`config.mk`:
```
export PLATFORM = sky130hd
export DESIGN_NAME = gray_ptr_receiver
export DESIGN_NICKNAME = d
export VERILOG_FILES = /design/src/rtl/gray_pkg.sv /design/src/rtl/gray_sync_chain.sv /design/src/rtl/gray_ptr_receiver.sv
export SDC_FILE = /design/constraint.sdc
export NUM_CORES = 1
export LEC_CHECK = 0
export ABC_CLOCK_PERIOD_IN_PS = 2000
export CORE_MARGIN = 5
export CORE_UTILIZATION = 40
export DETAILED_ROUTE_END_ITERATION = 16
export PLACE_DENSITY = 0.75
export SETUP_SLACK_MARGIN = 0.3
export SLEW_MARGIN = 20
export SYNTH_ARGS = -nofsm -noshare
export SYNTH_HDL_FRONTEND = slang
export SYNTH_SLANG_ARGS = --single-unit
export TNS_END_PERCENT = 5
```
`constraint.sdc`:
```
create_clock -name clk -period 2 [get_ports clk]
set_clock_uncertainty 0.15 [all_clocks]
set_input_delay 0.5 -clock clk [delete_from_list [all_inputs] [get_ports clk]]
set_output_delay 0.5 -clock clk [all_outputs]
set_load 0.005 [all_outputs]
```
`src/rtl/gray_pkg.sv`:
```
// Shared gray-code helpers and default sizing for the pointer crossing.
package gray_pkg;

    localparam int unsigned GRAY_PTR_WIDTH   = 4;
    localparam int unsigned GRAY_SYNC_STAGES = 2;

    // Widest pointer the helpers handle. Narrower pointers are zero-extended,
    // which leaves both conversions exact for the low bits.
    localparam int unsigned GRAY_MAX_WIDTH   = 32;

    // Binary to reflected gray code.
    function automatic logic [GRAY_MAX_WIDTH-1:0] bin2gray(
        input logic [GRAY_MAX_WIDTH-1:0] b
    );
        return b ^ (b >> 1);
    endfunction

    // Gray to binary, resolved MSB to LSB as a running XOR.
    function automatic logic [GRAY_MAX_WIDTH-1:0] gray2bin(
        input logic [GRAY_MAX_WIDTH-1:0] g
    );
        logic [GRAY_MAX_WIDTH-1:0] b;
        b = '0;
        b[GRAY_MAX_WIDTH-1] = g[GRAY_MAX_WIDTH-1];
        for (int i = int'(GRAY_MAX_WIDTH) - 2; i >= 0; i--) begin
            b[i] = b[i+1] ^ g[i];
        end
        return b;
    endfunction

endpackage

```
`src/rtl/gray_sync_chain.sv`:
```
// Multi-flop synchronizer for a gray-coded bus. Used by both FIFO sides.
module gray_sync_chain
    import gray_pkg::*;
#(
    parameter int unsigned WIDTH  = GRAY_PTR_WIDTH,
    parameter int unsigned STAGES = GRAY_SYNC_STAGES
) (
    input  logic             clk,
    input  logic             rst_n,
    input  logic [WIDTH-1:0] din,
    output logic [WIDTH-1:0] dout
);

    logic [WIDTH-1:0] stage [STAGES];

    // Shift the asynchronous input through the flop chain.
    always_ff @(posedge clk or negedge rst_n) begin
        if (!rst_n) begin
            for (int i = 0; i < int'(STAGES); i++) begin
                stage[i] <= '0;
            end
        end else begin
            stage[0] <= din;
            for (int i = 1; i < int'(STAGES); i++) begin
                stage[i] <= stage[i-1];
            end
        end
    end

    assign dout = stage[STAGES-1];

endmodule

```
`src/rtl/gray_ptr_receiver.sv`:
```
// Read-side receiver of a gray-coded remote pointer: synchronize, decode,
// and derive fill level / empty against the local binary pointer.
// Optional multi-bit-step checker enabled by defining GRAY_PTR_CHECK_EN.
module gray_ptr_receiver
    import gray_pkg::*;
#(
    parameter int unsigned WIDTH       = GRAY_PTR_WIDTH,
    parameter int unsigned SYNC_STAGES = GRAY_SYNC_STAGES
) (
    input  logic             clk,
    input  logic             rst_n,
    input  logic [WIDTH-1:0] gray_in,
    input  logic [WIDTH-1:0] local_bin,
    output logic [WIDTH-1:0] gray_sync,
    output logic [WIDTH-1:0] bin_out,
    output logic             updated,
    output logic [WIDTH-1:0] level,
    output logic             empty,
    output logic             gray_err
);

    logic [WIDTH-1:0] bin_dec;

    gray_sync_chain #(
        .WIDTH  (WIDTH),
        .STAGES (SYNC_STAGES)
    ) u_sync (
        .clk   (clk),
        .rst_n (rst_n),
        .din   (gray_in),
        .dout  (gray_sync)
    );

    assign bin_dec = WIDTH'(gray2bin(GRAY_MAX_WIDTH'(gray_sync)));

    // Register the decoded pointer and flag every change of value.
    always_ff @(posedge clk or negedge rst_n) begin
        if (!rst_n) begin
            bin_out <= '0;
            updated <= 1'b0;
        end else begin
            bin_out <= bin_dec;
            updated <= (bin_dec != bin_out);
        end
    end

    // Live local pointer makes a local advance visible the same cycle.
    assign level = bin_out - local_bin;
    assign empty = (bin_out == local_bin);

`ifdef GRAY_PTR_CHECK_EN
    logic [WIDTH-1:0] prev_sync;
    logic             multi_step;

    assign multi_step = ($countones(gray_sync ^ prev_sync) > 1);

    // Sticky flag for a synchronized gray value moving more than one bit.
    always_ff @(posedge clk or negedge rst_n) begin
        if (!rst_n) begin
            prev_sync <= '0;
            gray_err  <= 1'b0;
        end else begin
            prev_sync <= gray_sync;
            if (multi_step) begin
                gray_err <= 1'b1;
            end
        end
    end
`else
    assign gray_err = 1'b0;
`endif

endmodule

```
==> flow_summary.ini <==
[synth]
netlist_instances = 50
yosysSeqAreaShare_pct = 53.0
synth_top_family_by_area = XOR/XNOR gates
synth_xor_area_share_pct = 15.3
synth_cell_types = 21
ys_ff_latch = 13
synthSimpleGateAreaFrac_pct = 6.52
syn_area_um2 = 614
syn-num-nets = 64
yosysWarnings = 0
muxShareOfSynthArea_pct = 0
synth_fa_ha_area_share_pct = 9.37
synth-compound-area-share_pct = 4.89
syn_area_per_cell_um2 = 12.3

[drt]
route.vias.total = 444
drt-initial-drc-count = 2
routedWlPerCell_um = 12.6
wl_um = 1220
ant_nets = 0
drc_errors = 0
dr.pass1.iters = 2
viasPerCell = 4.58

[global_routing]
grtUsageTotal_pct = 10.7
grt_first_pass_wirelength_um = 1970
overflow = 0
grt_pass1_vias = 492
grt_start_max_net_pins = 14
antenna_found_initial = 0

[layout]
seqCellArea_um2 = 329
multiInputGateArea_um2 = 269
area_growth_pct = 51.9
insertedDiodeCount = 0
drive_above_1_share_pct = 45.7
fin_util_pct = 62.7
n_fill_cell = 126
final_nets = 96

[status]
violations = setup timing
outcome = complete, but fails checks

[timing]
timing.final.ws_setup_ns = -0.185
setup_violations = 4
holdWs_ns = 0.200
clock.fmax_ghz = 0.458
fin_tns_setup_ns = -0.453
timing.final.crit_share_pct = 109
slew_headroom_pct = 63.7
hold_viol = 0
drv_slew = 0
tightest_slew_ns = 0.543
period_needed_ns = 2.18
rsz0062_at_grt = yes

[worst_setup_path]
cp_data_required_time_ns = 1.35
arrival_ns = 1.53
cp-endpoint = level[3]
r2r_end = updated
cp_top_family = flip-flops
path_class = reg -> out
r2r-start = u_sync.dout[2]
cpPeakStageDelay_ns = 0.39
rrSetupSlack_ns = 0.45
crit_path_end_kind = output port
critPathLaunchType = register
cp_max_fo = 2
cp-startpoint = bin_out[0]
slowest_stage = dfrtp_1
cp.depth = 8
worstPathCellList = inv_2 > ha_4 > buf_4 > inv_1 > a21o_1 > a21oi_2 > xor2_1 > buf_2
cp.buffers_inverters = 4
ff2ff_path_depth = 4

[pwr]
power_density_nw_per_um2 = 749
p_sw_uw = 187
intPower_uw = 512
swShare_pct = 26.8
comb_power_share_pct = 35.1
totalPowerFinal_uw = 699
ir_drop_v = 0.000431
leakagePower_nw = 0.446
pwr-share-clk_pct = 21.5
power_frac_seq_pct = 43.3

[die]
core_um2 = 1490
std_cell_rows = 14
fp.dieW_um = 49.2
die_h_um = 49.2
start_util_pct = 41.3
die_area_um2 = 2420
io_pins = 25

[clock_tree]
path_clk_slew_ns = 0.07
clockRootBuffer = clkbuf_4
cts_buffers = 3
cts_tree = done
cts_buffer_depth = 2
postCtsHoldBufs = 0
h-tree-depth = 1
clock-sinks = 13
clk_latency_ns = 0.26

[placed_design]
place_ws_ns = -0.905
gp_congestion = 0.634
port_buffers = 23
dp_hpwl_um = 946

[job]
drv_cap = 0

[min_path]
hold_class = reg -> reg
[flip-flops by register name (all words and copies together) (netlist names)]
| register | count |
|---|---|
| bin_out | 4 |
| u_sync.dout | 4 |
| u_sync.stage | 4 |
| updated | 1 |
[cell families (layout without fill, tap and decap cells)]
family,after synthesis,in the layout
AOI/OAI and AO/OA,5,5
xor gates and xnor gates,8,8
adders and majority gates,4,4
buffers and inverters,12,43
DFF,13,13
other,1,1
and+or+nand+nor,7,7
[power by group through the flow]
stage | clock network [mW] | registers [mW] | logic [mW]
floorplan | 0 | 0.307 | 0.0979
global placement | 0 | 0.304 | 0.233
global route | 0.176 | 0.306 | 0.272
finish | 0.151 | 0.303 | 0.245
detailed placement | 0 | 0.306 | 0.244
CTS | 0.159 | 0.303 | 0.235
[worst min path at each step]
stage / start / end / depth (start not counted)
floorplan: rst_n / bin_out[0] / 0
CTS: u_sync.stage[6] / u_sync.dout[2] / 0
global route: u_sync.stage[6] / u_sync.dout[2] / 0
finish: u_sync.stage[6] / u_sync.dout[2] / 0
detailed placement: u_sync.stage[6] / u_sync.dout[2] / 0
global placement: u_sync.stage[7] / u_sync.dout[3] / 0
[synth_stat cells, drive strengths merged]
cell	number	area, µm²
a21oi	1	5.00
o21ai	2	10.0
conb	1	3.75
ha	3	37.5
xor2	5	51.3
dfrtp	13	325
xor3	1	25.0
and3	1	6.26
or3	1	7.51
or3b	1	8.76
xnor2	2	17.5
buf	5	37.5
a211oi	1	7.51
fa	1	20.0
a21o	1	7.51
nor2	1	3.75
inv	7	26.3
nand3	2	10.0
nand2	1	3.75
[area by class of cell]
type	count	area share [%]
multi-input cells	25	28.8
well taps	16	2.14
inverters	7	2.82
repair buffers	32	28.2
clock buffers	4	2.82
flip-flops and latches	13	35.3
[placed cells by master (no fill, tap or decap), types with 2 or more instances in the layout]
cell              n
nand3_1           2
inv_1             3
inv_2             4
clkbuf_4          3
buf_6             5
ha_4              3
dlygate4sd2_1     7
clkdlybuf4s50_1   6
clkbuf_2          3
buf_4             6
xnor2_1           2
dfrtp_2           3
dfrtp_1          10
buf_2             5
xor2_1            4
[repair_timing]
action	in CTS	in global routing
endpoints found under the setup margin	14	8
gates resized for setup	50	6
buffers inserted	2	1
pin swaps	5	5
[metrics by stage]
step,cells,area [µm²]
after floorplan,50,636
after detailed placement,90,893
final,97,933
after global placement,90,893
after CTS,96,927
after global routing,97,933
[worst register-to-register path, delay by kind of cell, from the launching register on]
kind | cells | cell delay (ns)
compound gates | 1 | 0.08
xor+xnor | 3 | 0.79
flops | 1 | 0.41
[layer usage]
layer	wire, µm	vias to the layer above	GRT usage (%)	share of wire (%)
li1	-	212	-	-
met1	444	210	9.46	36
met2	648	22	20.2	53
met3	128	0	4.28	10
met4	0	0	5.38	0
met5	0	-	0	0
Power figures use the tool's default switching activity.
